## src/rtl/word_align_ctrl.sv

```systemverilog
// Receive-side word-alignment controller: slips the CDIVX divider via ALIGNWD
// until the deserialized word matches the training pattern, then holds lock.
module word_align_ctrl #(
    parameter int unsigned       DATA_W    = 8,
    parameter logic [DATA_W-1:0] TRAIN_PAT = 8'hE4,
    parameter int unsigned       MATCH_CNT = 4,
    parameter int unsigned       SETTLE    = 6,
    parameter int unsigned       MAX_SLIPS = 16,
    parameter int unsigned       LOSS_CNT  = 8
) (
    input  logic              CLK,
    input  logic              RSTN,
    input  logic              START,
    input  logic [DATA_W-1:0] DATAIN,
    output logic              ALIGNWD,
    output logic              BUSY,
    output logic              LOCKED,
    output logic              FAIL,
    output logic [4:0]        SLIPCNT
);

    localparam logic [3:0] MATCH_LAST  = 4'(MATCH_CNT - 1);
    localparam logic [5:0] SETTLE_LOAD = 6'(SETTLE - 1);
    localparam logic [4:0] SLIP_MAX    = 5'(MAX_SLIPS);
    localparam bit         LOSS_EN     = (LOSS_CNT != 0);
    localparam logic [3:0] LOSS_LAST   = 4'((LOSS_CNT == 0) ? 0 : LOSS_CNT - 1);

    typedef enum logic [2:0] {
        ST_IDLE,
        ST_CHECK,
        ST_SLIP,
        ST_SETTLE,
        ST_LOCK,
        ST_FAIL
    } state_t;

    state_t     state_q, state_d;
    logic [3:0] match_q, match_d;
    logic [3:0] loss_q,  loss_d;
    logic [5:0] settle_q, settle_d;
    logic [4:0] slip_q,  slip_d;
    logic       hit;
    logic       restart;

    // An X/Z word makes the compare unknown, which falls through to the mismatch path.
    assign hit = (DATAIN == TRAIN_PAT);

    always_comb begin
        state_d  = state_q;
        match_d  = match_q;
        loss_d   = loss_q;
        settle_d = settle_q;
        slip_d   = slip_q;
        restart  = 1'b0;

        case (state_q)
            ST_IDLE: begin
                if (START) begin
                    state_d = ST_CHECK;
                    slip_d  = '0;
                    match_d = '0;
                end
            end

            ST_CHECK: begin
                if (hit) begin
                    if (match_q == MATCH_LAST) begin
                        state_d = ST_LOCK;
                        match_d = '0;
                        loss_d  = '0;
                    end else begin
                        match_d = match_q + 1'b1;
                    end
                end else begin
                    match_d = '0;
                    if (slip_q == SLIP_MAX) begin
                        state_d = ST_FAIL;
                    end else begin
                        state_d = ST_SLIP;
                        slip_d  = slip_q + 1'b1;
                    end
                end
            end

            ST_SLIP: begin
                state_d  = ST_SETTLE;
                settle_d = SETTLE_LOAD;
            end

            ST_SETTLE: begin
                if (settle_q == '0) begin
                    state_d = ST_CHECK;
                    match_d = '0;
                end else begin
                    settle_d = settle_q - 1'b1;
                end
            end

            ST_LOCK: begin
                restart = START;
                if (LOSS_EN) begin
                    if (hit) begin
                        loss_d = '0;
                    end else if (loss_q == LOSS_LAST) begin
                        restart = 1'b1;
                    end else begin
                        loss_d = loss_q + 1'b1;
                    end
                end
                // START and loss of lock together collapse into one restart.
                if (restart) begin
                    state_d = ST_CHECK;
                    slip_d  = '0;
                    match_d = '0;
                    loss_d  = '0;
                end
            end

            ST_FAIL: begin
                if (START) begin
                    state_d = ST_CHECK;
                    slip_d  = '0;
                    match_d = '0;
                end
            end

            default: begin
                state_d = ST_IDLE;
            end
        endcase
    end

    // Outputs are registered from the next state so they change on the same edge as the state.
    always_ff @(posedge CLK or negedge RSTN) begin
        if (!RSTN) begin
            state_q  <= ST_IDLE;
            match_q  <= '0;
            loss_q   <= '0;
            settle_q <= '0;
            slip_q   <= '0;
            ALIGNWD  <= 1'b0;
            BUSY     <= 1'b0;
            LOCKED   <= 1'b0;
            FAIL     <= 1'b0;
        end else begin
            state_q  <= state_d;
            match_q  <= match_d;
            loss_q   <= loss_d;
            settle_q <= settle_d;
            slip_q   <= slip_d;
            ALIGNWD  <= (state_d == ST_SLIP);
            BUSY     <= (state_d == ST_CHECK) || (state_d == ST_SLIP) || (state_d == ST_SETTLE);
            LOCKED   <= (state_d == ST_LOCK);
            FAIL     <= (state_d == ST_FAIL);
        end
    end

    assign SLIPCNT = slip_q;

endmodule
```

## config.mk

```make
export PLATFORM = sky130hd
export DESIGN_NAME = word_align_ctrl
export DESIGN_NICKNAME = d
export VERILOG_FILES = /design/src/rtl/word_align_ctrl.sv
export SDC_FILE = /design/constraint.sdc
export NUM_CORES = 1
export LEC_CHECK = 0
export BUFFER_PORTS_ARGS = -buffer_cell sky130_fd_sc_hd__buf_2
export CORE_ASPECT_RATIO = 2
export CORE_MARGIN = 5
export CORE_UTILIZATION = 35
export CTS_CLUSTER_SIZE = 16
export DETAILED_ROUTE_END_ITERATION = 10
export GPL_TIMING_DRIVEN = 1
export SLEW_MARGIN = 10
export SYNTH_ARGS = -nofsm -noshare
export SYNTH_HDL_FRONTEND = slang
export SYNTH_SLANG_ARGS = --single-unit
```

## constraint.sdc

```tcl
create_clock -name CLK -period 4.4 [get_ports CLK]
set_input_delay 0.44 -clock CLK [delete_from_list [all_inputs] [get_ports CLK]]
set_output_delay 0.44 -clock CLK [all_outputs]
set_load 0.01 [all_outputs]
```

==> flow_summary.ini <==
[run_status]
status = complete, no violations

[synthesis]
synthCells = 154
yosys_most_used_dff = dfrtp_1
yosys.area.top_type_share_pct = 43.1
ys_types = 44
yosysTopAreaCell = dfrtp_1
synth-seq-cells = 26
synth_area_per_cell_um2 = 9.81
synthTopCellsByArea = dfrtp_1 43%, ha_1 5.0%, nand2b_1 3.7%
ys_seq_area_share_pct = 43.1
ys_warn_count = 0
async_flop_share_pct = 100
synth-edff-count = 0
synth.cell_area_um2 = 1510
syn_nets = 171

[sta]
fin_ws_ns = 2.49
slew_headroom_pct = 62.0
setup_viol = 0
hold_viol = 0
tns_ns = 0
rsz0062_at_grt = false
slew_viol_final = 0
fin_crit_sh_pct = 43.5
period_minus_slack_ns = 1.91
fmax_mhz = 522
worst_slew_pin_slew_ns = 0.570
skew_ns = 0.00180

[power]
powerDensity_nw_per_um2 = 508
vdd_ir_drop_max_mv = 0.314
leakagePower_nw = 0.744

[setup_path]
path_buf_inv = 0
start_kind = register
reg2reg_depth = 4
crit_fanout = 11
crit_chain = nor2b_1 -> nand2b_1 -> o311ai_2 -> and2_1
critical_path.max_stage_delay_ns = 0.52
r2r-end = FAIL
critical_path.top_delay_family = simple AND/OR/NAND/NOR gates
critPathRequiredTime_ns = 4.61
cp.arrival_ns = 2.12
cp-end-kind = register
crit_slowest_cell = dfrtp_1
crit_type = reg2reg
r2r_slack_ns = 2.49
timing.rr.start = state_q[0]

[place]
place_ws_ns = 2.40
portBuffers = 19
place_congestion = 0.832
placed_area_um2 = 1640
place_hpwl_um = 2490
placed_cells = 221

[route]
drt_iter0_drc = 12
drc = 0
final_antenna_net_count = 0
wl_per_cell_um = 14.1
drt-total-wl_um = 3160
avgViaCountPerCell = 5.39
vias = 1208
drt_pass1_iterations = 4

[final_layout]
syn_to_final_growth_pct = 11.4
drive_above_1_share_pct = 20.9
fin_util_pct = 40.8
final_cell_mix = 26 x dfrtp_1, 19 x buf_2, 12 x nor2_1, 11 x a21oi_1, 11 x o21ai_0
fin_cells = 224
fin_area_um2 = 1680
final_common_cell = dfrtp_1
layout.nets = 191
diodes = 0
fill_cells = 429

[die]
row_count = 33
die-area_um2 = 5810
core-area_um2 = 4130
start_util_pct = 36.6
die-height_um = 103
die_w_um = 56.5
io_pins = 20

[worst_hold_path]
hold_class = in2async

[global_route]
grt_pass1_vias = 1229
grt_max_degree = 27
grt_usage_pct = 12.1
antenna_found_initial = 0
overflow = 0
grt_first_pass_wirelength_um = 5650

[clock_network]
root_buffer = clkbuf_8
clkLatencyLatePin_ns = 0.27
cts.path.max_buffers = 2
clkTransAtPathRegs_ns = 0.08
cts_resized = 0
cts.sinks = 26
h-tree-depth = 1
postCtsSetupBuffers = 0
hold_buffers = 0
cts_tree = yes
cts_made_buffers = 3

[flow_run]
maxCapViolCount = 0
## how the worst max path moves through the flow
stage / start / endpoint / cells past startpoint / slack [ns]
after floorplan: DATAIN[1] / LOCKED / 6 / 2.62
after global placement: DATAIN[1] / LOCKED / 6 / 2.44
after detailed placement: DATAIN[1] / LOCKED / 6 / 2.40
after CTS: state_q[0] / FAIL / 4 / 2.45
after global routing: state_q[0] / FAIL / 4 / 2.23
final: state_q[0] / FAIL / 4 / 2.49
## sequential cells by signal, summed over array words and instances (netlist names)
| name | cells |
|---|---|
| LOCKED | 1 |
| SLIPCNT | 5 |
| FAIL | 1 |
| ALIGNWD | 1 |
| match_q | 4 |
| loss_q | 4 |
| BUSY | 1 |
| settle_q | 6 |
| state_q | 3 |
## logic make-up after synthesis
group           Yosys count  synth area share [%]
buf+inv                  11                  3.65
xor+xnor                  5                  2.90
simple gates             62                  24.3
flops                    26                  43.1
compound gates           42                  19.6
mux                       2                  1.49
fa+ha+maj                 6                  4.97
## stage by stage
stage,total power (W),hold slack (ns)
finish,0.000854,0.159
global route,0.000936,0.203
CTS,0.000870,0.176
detailed placement,0.000734,0.473
global placement,0.000721,0.468
floorplan,0.000634,0.144
## where the power goes
group          total, W  internal [W]  switching (W)
clock          0.000130     0.0000613      0.0000691
combinational  0.000346      0.000148       0.000198
sequential     0.000378      0.000299      0.0000789
total          0.000854      0.000508       0.000346
## final cells by class
class	count	area [µm²]	share of cell area, %
clock buffers	3	41.3	2.45
inverters	7	26.3	1.56
multi-input cells	117	805	47.8
flip-flops and latches	26	651	38.7
well taps	52	65.1	3.87
repair buffers	19	95.1	5.65
## per-layer routing
layer,routed length (µm),up-vias,track usage [%]
li1,-,588,-
met1,1200,594,12.8
met2,1790,20,22.9
met3,113,6,1.75
met4,60,0,5.85
met5,0,-,0
## synth_stat cells (2+ instances only)
| cell type | number |
|---|---|
| dfrtp_1 | 26 |
| nor2_1 | 12 |
| a21oi_1 | 11 |
| o21ai_0 | 11 |
| nand2_1 | 9 |
| nand2b_1 | 9 |
| inv_1 | 7 |
| nand3_1 | 7 |
| ha_1 | 6 |
| a31oi_1 | 4 |
| nor3_1 | 4 |
| and2_1 | 3 |
| xor2_1 | 3 |
| a21o_1 | 2 |
| a41oi_1 | 2 |
| buf_2 | 2 |
| mux2_2 | 2 |
| nand3b_1 | 2 |
| nand4_1 | 2 |
| nor2b_1 | 2 |
| nor3b_1 | 2 |
| o21bai_1 | 2 |
| or3_1 | 2 |
| xnor2_1 | 2 |
Note: power is estimated with default switching activity, not from simulation.
